===== src/rtl/change_dispenser.sv =====
`default_nettype none
// ============================================================================
// Module   : change_dispenser
// Purpose  : Pays out a change amount (Rs 0-31) as coins using a greedy
//            Rs10/Rs5/Rs2/Rs1 breakdown, limited by per-denomination
//            inventory. Coins go to the hopper one at a time over a
//            valid/ready handshake. Any amount that cannot be paid is
//            reported as a shortfall.
// Revision : 1.0 - initial release
// ----------------------------------------------------------------------------
// Ports
//   clk, rst           clock; asynchronous active-high reset
//   i_req_valid        change request strobe (taken only when o_req_ready=1)
//   i_req_amount[4:0]  change to pay
//   o_req_ready        high in IDLE only
//   o_coin_out[2:0]    coin code offered (001=Rs1 010=Rs2 011=Rs5 100=Rs10),
//                      000 when o_coin_valid=0
//   o_coin_valid       coin offered to the hopper
//   i_hopper_ready     hopper accepts the offered coin this cycle
//   o_done             1-cycle pulse, request finished
//   o_shortfall[4:0]   unpaid amount, valid with o_done, held until next done
//   o_busy             ~o_req_ready
//   i_refill_en        add i_refill_qty coins of i_refill_coin this cycle
//   i_refill_coin[2:0] denomination code to refill; other codes ignored
//   i_refill_qty       coins to add (saturating)
//   o_cnt_rs1/2/5/10   current inventory per denomination
// ============================================================================
module change_dispenser #(
  parameter int CNT_W      = 8,
  parameter int INIT_COUNT = 16
) (
  input  logic             clk,
  input  logic             rst,
  input  logic             i_req_valid,
  input  logic [4:0]       i_req_amount,
  output logic             o_req_ready,
  output logic [2:0]       o_coin_out,
  output logic             o_coin_valid,
  input  logic             i_hopper_ready,
  output logic             o_done,
  output logic [4:0]       o_shortfall,
  output logic             o_busy,
  input  logic             i_refill_en,
  input  logic [2:0]       i_refill_coin,
  input  logic [CNT_W-1:0] i_refill_qty,
  output logic [CNT_W-1:0] o_cnt_rs1,
  output logic [CNT_W-1:0] o_cnt_rs2,
  output logic [CNT_W-1:0] o_cnt_rs5,
  output logic [CNT_W-1:0] o_cnt_rs10
);

  localparam logic [CNT_W:0] c_CNT_MAX = {1'b0, {CNT_W{1'b1}}};

  typedef enum logic [1:0] {
    S_IDLE   = 2'd0,
    S_SELECT = 2'd1,
    S_EJECT  = 2'd2,
    S_DONE   = 2'd3
  } state_t;

  state_t                r_state, w_state_nxt;
  logic [4:0]            r_remaining, w_remaining_nxt;
  logic [2:0]            r_coin, w_coin_nxt;
  logic [4:0]            r_shortfall, w_shortfall_nxt;
  // Inventory index: 0=Rs1, 1=Rs2, 2=Rs5, 3=Rs10 (index = coin code - 1)
  logic [3:0][CNT_W-1:0] r_cnt, w_cnt_nxt;
  logic [3:0]            w_dec;
  logic [3:0]            w_refill;

  function automatic logic [4:0] coin_value(input logic [2:0] code);
    case (code)
      3'b001:  coin_value = 5'd1;
      3'b010:  coin_value = 5'd2;
      3'b011:  coin_value = 5'd5;
      3'b100:  coin_value = 5'd10;
      default: coin_value = 5'd0;
    endcase
  endfunction

  // Refill decode: codes 000 and 101-111 map to no denomination.
  always_comb begin
    w_refill = 4'b0000;
    if (i_refill_en) begin
      case (i_refill_coin)
        3'b001:  w_refill = 4'b0001;
        3'b010:  w_refill = 4'b0010;
        3'b011:  w_refill = 4'b0100;
        3'b100:  w_refill = 4'b1000;
        default: w_refill = 4'b0000;
      endcase
    end
  end

  // Next-state / datapath control
  always_comb begin
    w_state_nxt     = r_state;
    w_remaining_nxt = r_remaining;
    w_coin_nxt      = r_coin;
    w_shortfall_nxt = r_shortfall;
    w_dec           = 4'b0000;
    case (r_state)
      S_IDLE: begin
        if (i_req_valid) begin
          w_remaining_nxt = i_req_amount;
          if (i_req_amount != 5'd0) begin
            w_state_nxt = S_SELECT;
          end else begin
            w_state_nxt     = S_DONE;
            w_shortfall_nxt = 5'd0;
          end
        end
      end
      S_SELECT: begin
        // Greedy choice, skipping denominations that are out of stock.
        w_state_nxt = S_EJECT;
        if (r_remaining >= 5'd10 && r_cnt[3] != '0) begin
          w_coin_nxt = 3'b100;
        end else if (r_remaining >= 5'd5 && r_cnt[2] != '0) begin
          w_coin_nxt = 3'b011;
        end else if (r_remaining >= 5'd2 && r_cnt[1] != '0) begin
          w_coin_nxt = 3'b010;
        end else if (r_remaining >= 5'd1 && r_cnt[0] != '0) begin
          w_coin_nxt = 3'b001;
        end else begin
          w_state_nxt     = S_DONE;
          w_shortfall_nxt = r_remaining;
        end
      end
      S_EJECT: begin
        if (i_hopper_ready) begin
          w_remaining_nxt = r_remaining - coin_value(r_coin);
          case (r_coin)
            3'b001:  w_dec = 4'b0001;
            3'b010:  w_dec = 4'b0010;
            3'b011:  w_dec = 4'b0100;
            3'b100:  w_dec = 4'b1000;
            default: w_dec = 4'b0000;
          endcase
          if (w_remaining_nxt == 5'd0) begin
            w_state_nxt     = S_DONE;
            w_shortfall_nxt = 5'd0;
          end else begin
            w_state_nxt = S_SELECT;
          end
        end
      end
      S_DONE: begin
        w_state_nxt = S_IDLE;
      end
      default: begin
        w_state_nxt = S_IDLE;
      end
    endcase
  end

  // Inventory update: refill and decrement may hit the same counter on the
  // same edge. A decrement only happens on a non-empty counter, so the
  // widened sum never underflows.
  always_comb begin : p_cnt_nxt
    logic [CNT_W:0] v_sum;
    v_sum     = '0;
    w_cnt_nxt = r_cnt;
    for (int i = 0; i < 4; i++) begin
      v_sum = {1'b0, r_cnt[i]}
            + (w_refill[i] ? {1'b0, i_refill_qty} : '0)
            - {{CNT_W{1'b0}}, w_dec[i]};
      w_cnt_nxt[i] = (v_sum > c_CNT_MAX) ? c_CNT_MAX[CNT_W-1:0] : v_sum[CNT_W-1:0];
    end
  end

  always_ff @(posedge clk or posedge rst) begin
    if (rst) begin
      r_state     <= S_IDLE;
      r_remaining <= 5'd0;
      r_coin      <= 3'b000;
      r_shortfall <= 5'd0;
      for (int i = 0; i < 4; i++) begin
        r_cnt[i] <= CNT_W'(INIT_COUNT);
      end
    end else begin
      r_state     <= w_state_nxt;
      r_remaining <= w_remaining_nxt;
      r_coin      <= w_coin_nxt;
      r_shortfall <= w_shortfall_nxt;
      r_cnt       <= w_cnt_nxt;
    end
  end

  assign o_req_ready  = (r_state == S_IDLE);
  assign o_busy       = ~o_req_ready;
  assign o_coin_valid = (r_state == S_EJECT);
  assign o_coin_out   = o_coin_valid ? r_coin : 3'b000;
  assign o_done       = (r_state == S_DONE);
  assign o_shortfall  = r_shortfall;
  assign o_cnt_rs1    = r_cnt[0];
  assign o_cnt_rs2    = r_cnt[1];
  assign o_cnt_rs5    = r_cnt[2];
  assign o_cnt_rs10   = r_cnt[3];

endmodule
`default_nettype wire


===== config.mk =====
export PLATFORM = sky130hd
export DESIGN_NAME = change_dispenser
export DESIGN_NICKNAME = d
export VERILOG_FILES = /design/src/rtl/change_dispenser.sv
export SDC_FILE = /design/constraint.sdc
export NUM_CORES = 1
export LEC_CHECK = 0
export CAP_MARGIN = 20
export CORE_UTILIZATION = 40
export CTS_CLUSTER_DIAMETER = 100
export CTS_CLUSTER_SIZE = 10
export DETAILED_ROUTE_END_ITERATION = 16
export HOLD_SLACK_MARGIN = 0.03
export PLACE_DENSITY = 0.59
export SYNTH_ARGS = -nofsm -noshare
export SYNTH_HDL_FRONTEND = slang
export SYNTH_SLANG_ARGS = --single-unit

===== constraint.sdc =====
create_clock -name clk -period 9.2 [get_ports clk]
set_input_delay 2.76 -clock clk [delete_from_list [all_inputs] [get_ports clk]]
set_output_delay 2.76 -clock clk [all_outputs]
set_load 0.05 [all_outputs]

Word level (Yosys, flattened, before mapping)
Index checks and enable logic that the tools add are counted.
{ "classes": {"mux": 42, "bitwise_logic": 1, "n_shift": 0, "n_div": 0, "multipliers": 0, "addsub": 9, "n_reduce_logical": 18, "n_lt_le_gt_ge": 8, "n_eq_ne": 19} }
{ "ops": {"columns": ["cell", "n"], "rows": [
  ["8-bit two-way mux", 8],
  ["5-bit two-way mux", 12],
  ["4-bit one-hot mux with 4 select lines", 3],
  ["8-bit by 8-bit adder with 9-bit output", 4],
  ["9-bit by 8-bit > comparator with 1-bit output, second input constant", 4],
  ["9-bit by 1-bit subtractor with 9-bit output", 4],
  ["8-bit nonzero test", 4],
  ["3-bit two-way mux", 5],
  ["5-bit one-hot mux with 3 select lines", 1],
  ["3-bit by 2-bit == test with 1-bit output, second input constant", 4],
  ["4-bit two-way mux", 3],
  ["2-bit != test, second input constant", 6],
  ["5-bit one-hot mux with 2 select lines", 1],
  ["9-bit AND reduction", 1],
  ["2-bit two-way mux", 4],
  ["2-bit one-hot mux with 4 select lines", 1],
  ["3-bit by 1-bit == test with 1-bit output, second input constant", 2],
  ["3-bit == test, second input constant", 2],
  ["5-bit by 1-bit greater-or-equal comparator with 1-bit output, second input constant", 1],
  ["5-bit by 2-bit greater-or-equal comparator with 1-bit output, second input constant", 1],
  ["5-bit by 3-bit greater-or-equal comparator with 1-bit output, second input constant", 1],
  ["5-bit by 4-bit greater-or-equal comparator with 1-bit output, second input constant", 1],
  ["5-bit zero test", 1],
  ["5-bit nonzero test", 1],
  ["other kinds (13)", 22]
]} }
{ "totals": {"romBits": 0, "ram_bits": 0, "elab_cells": 105, "in_bits": 21, "mem_count": 0, "latch_bits": 0, "reg_bits": 47} }

Logic depth before layout (Yosys ltp)
{ "depth": {"depth_word": 9, "ltp_mapped": 15} }

Worst setup path after synthesis
OpenSTA, ideal clock, no wires.
{ "synth_path": {"kind": "input port to flip-flop", "startpoint": "in i_refill_coin[0]", "endpoint": "reg r_cnt, in the netlist o_cnt_rs10[2]", "t_arrival_ps": 5117, "setup_time_ps": 143, "n_path_buf": 0, "path_stages": 12, "slack_ps": 3940, "path_cell_list": "nor3_1 > nand2_1 > ha_1 > inv_1 > ha_1 > inv_1 > fa_1 > nor2b_1 > o21ai_1 > a21o_1 > a211oi_2 > o21ai_1"} }
{ "synth_rtl": {"columns": ["item", "line", "rtl"], "rows": [
  ["start, declared", "44", "input logic [2:0] i_refill_coin,"],
  ["end signal, assigned by index", "178", "r_cnt[i] <= CNT_W'(INIT_COUNT);"],
  ["end signal, assigned", "185", "r_cnt <= w_cnt_nxt;"],
  ["end, declared", "66", "logic [3:0][CNT_W-1:0] r_cnt, w_cnt_nxt;"]
]} }

==> results.yml <==
outcome:
  run_status: "finished, final reports clean"
logic_synthesis:
  synth.ff_latch_count: 47
  ys_types: 56
  synth_edf_count: 0
  post-synth-top-count-cell: "inv_1"
  netlist_area_sq_um: 4390
  syn-num-nets: 618
  yosysTopAreaCell: "dfrtp_1"
  synth_async_sr_flop_share_pct: 100.0
  synthTopCellsByCount: "104 x inv_1, 68 x ha_1, 50 x nand2_1, 43 x dfrtp_1, 32 x nor2_1"
  synthCells: 524
  yosysTopAreaCellShare_pct: 24.51
  yosysSeqAreaShare_pct: 26.90
  synth.area.top_cells: "dfrtp_1 25%, ha_1 19%, inv_1 8.9%, nand2_1 4.3%, xor2_1 3.2%"
  synth-warning-count: 0
  syn_area_per_cell_sq_um: 8.379
  ys.flop_type: "dfrtp_1"
setup_path:
  cp.arrival_ns: 6.26
  cp-start-kind: "input port"
  cp-endpoint: "o_cnt_rs10[2]"
  criticalPathCategory: "in -> reg"
  cp-startpoint: "i_refill_coin[2]"
  r2r_end: "o_cnt_rs1[1]"
  crit-reg2reg-launch: "r_state[0]"
  cp_data_required_time_ns: 9.37
  ff2ff_setup_slack_ns: 5.78
  critPathCaptureType: "flip-flop"
  worst_r2r_path_depth: 13
  crit_fanout: 8
power:
  ir_drop_v: 0.0001918
  p_per_area_nw_per_um2: 382.4
  power.leakage_nw: 2.565
timing:
  slew_headroom_pct: 30.79
  finClkSkew_ns: 0.01220
  min_period_over_period_pct: 66.21
  hold_violations: 0
  holdWs_ns: 0.4999
  slew_violations: 0
  max_slew.worst_pin.slew_ns: 1.030
  fmax_mhz: 164.2
  fin_crit_ns: 6.091
  tns_ns: 0
  rsz0062_at_grt: "false"
  finalSetupViolations: 0
global_routing:
  antenna_found_initial: 0
  track_usage_pct: 19.75
  grt_pass1_vias: 3763
  overflow: 0
  grt_max_degree: 48
  grt_pass1_wl_mm: 17.91
detailed_routing:
  firstDrtPassIters: 4
  via_per_inst: 5.063
  postRouteAntennaNets: 0
  drt_iter0_drc: 138
  route.detailed.drc: 0
  wire_per_inst_um: 14.68
  num_vias: 3691
  totalWireLength_mm: 10.70
clock_network:
  root_buffer: "clkbuf_8"
  post_cts_resized: 0
  post_cts_buffers: 0
  cts_buffers: 5
  numClockSinks: 47
  cts_tree: "yes"
  insertion_delay_ns: 0.30
  cts-htree-levels: 2
  path_clk_slew_ns: 0.10
  cts_hold_buf: 0
  clk_path_buf_depth: 2
die:
  io_pins: 65
  fp.dieArea_sq_um: 11400
  initial_core_util_pct: 41.96
  coreArea_sq_um: 10460
  fp.dieW_um: 106.8
  fp.dieH_um: 106.8
  rows: 37
placed_design:
  place_congestion: 0.8252
  dpl.hpwl_mm: 8.698
  place_area_sq_um: 5192
  port_buffers: 64
final_layout:
  drive_above_1_share_pct: 5.059
  diodes: 0
  layout.nets: 686
  area_growth_pct: 21.83
  fin_area_sq_um: 5349
run:
  maxCapViolations: 0
worst_hold_path:
  hold_path_class: "reg -> reg"
==> placed cells by master (no fill, tap or decap), types with 8 or more instances in the layout <==
master           count
ha_1                68
dfrtp_1             43
clkdlybuf4s50_1     64
o21ai_1             11
a21o_1               8
a21oi_1             19
nor2_1              32
nand4_1             10
xor2_1              16
xnor2_1              8
nand2b_1            15
nand2_1             50
nand3_1             14
inv_1              103
==> report_power, final <==
part           internal (mW)  total, mW  switching (mW)  leakage, nW
logic                  0.589       1.48           0.889         1.99
clock network          0.108      0.183          0.0750       0.0644
registers              0.295      0.383          0.0880        0.507
==> cell families (layout without fill, tap and decap cells) <==
kind of cell | after synthesis | in the layout | synth area share (%)
compound gates | 94 | 94 | 16.02
xor+xnor | 24 | 24 | 4.788
fa+ha+maj | 73 | 73 | 21.66
buf+inv | 112 | 181 | 9.604
flops | 47 | 47 | 26.90
mux | 1 | 1 | 0.2280
simple gates | 173 | 173 | 20.80
==> through the flow <==
| stage | power, mW | instances | util [%] | worst slack [ns] |
|---|---|---|---|---|
| 5_1_grt | 2.235 | 729 | 51.12 | 2.703 |
| 4_1_cts | 2.052 | 728 | 50.93 | 3.092 |
| 3_3_place_gp | 1.840 | 720 | 49.63 | 2.861 |
| 3_5_place_dp | 1.853 | 720 | 49.63 | 2.781 |
| 6_report | 2.045 | 729 | 51.12 | 3.109 |
| 2_1_floorplan | 1.496 | 524 | - | 3.940 |
==> sequential cells by signal, summed over array words and instances (netlist names) <==
register / flops
o_cnt_rs2: 8
o_cnt_rs5: 8
r_remaining: 5
r_state: 2
o_shortfall: 5
o_cnt_rs1: 8
o_cnt_rs10: 8
r_coin: 3
==> final cells by class <==
class | count | area (sq um)
inverter | 106 | 397.9
fill | 1021 | 5114
sequential | 47 | 1181
clock buffer | 5 | 68.82
multi-input combinational | 365 | 2788
clock inverter | 3 | 67.56
timing repair buffer | 67 | 675.6
tap | 136 | 170.2
==> worst max-delay path, stage by stage <==
cell	delay (ns)
clkdlybuf4s50_1	0.52
nand2_1	0.07
nor3_1	0.78
nand2_1	0.13
ha_1	0.30
inv_1	0.05
ha_1	0.16
inv_1	0.05
fa_1	0.38
nor2b_1	0.17
o21ai_1	0.13
a21o_1	0.19
a211oi_2	0.44
o21ai_1	0.13
==> how the worst min path moves through the flow <==
stage	cells after the start	startpoint	to	slack, ns
CTS	1	o_shortfall[1]	o_shortfall[1]	0.51
global route	1	o_shortfall[1]	o_shortfall[1]	0.52
finish	1	o_shortfall[1]	o_shortfall[1]	0.50
detailed placement	1	o_shortfall[1]	o_shortfall[1]	0.49
floorplan	1	r_remaining[0]	o_shortfall[0]	0.51
global placement	1	o_shortfall[3]	o_shortfall[3]	0.48
==> metal layers <==
metal	track usage [%]	vias to the layer above	routed length, um
met1	26.40	1707	5256
li1	-	1914	-
met3	2.675	8	331
met5	0	-	0
met2	33.23	62	4974
met4	5.577	0	137
Power figures use the tool's default switching activity.
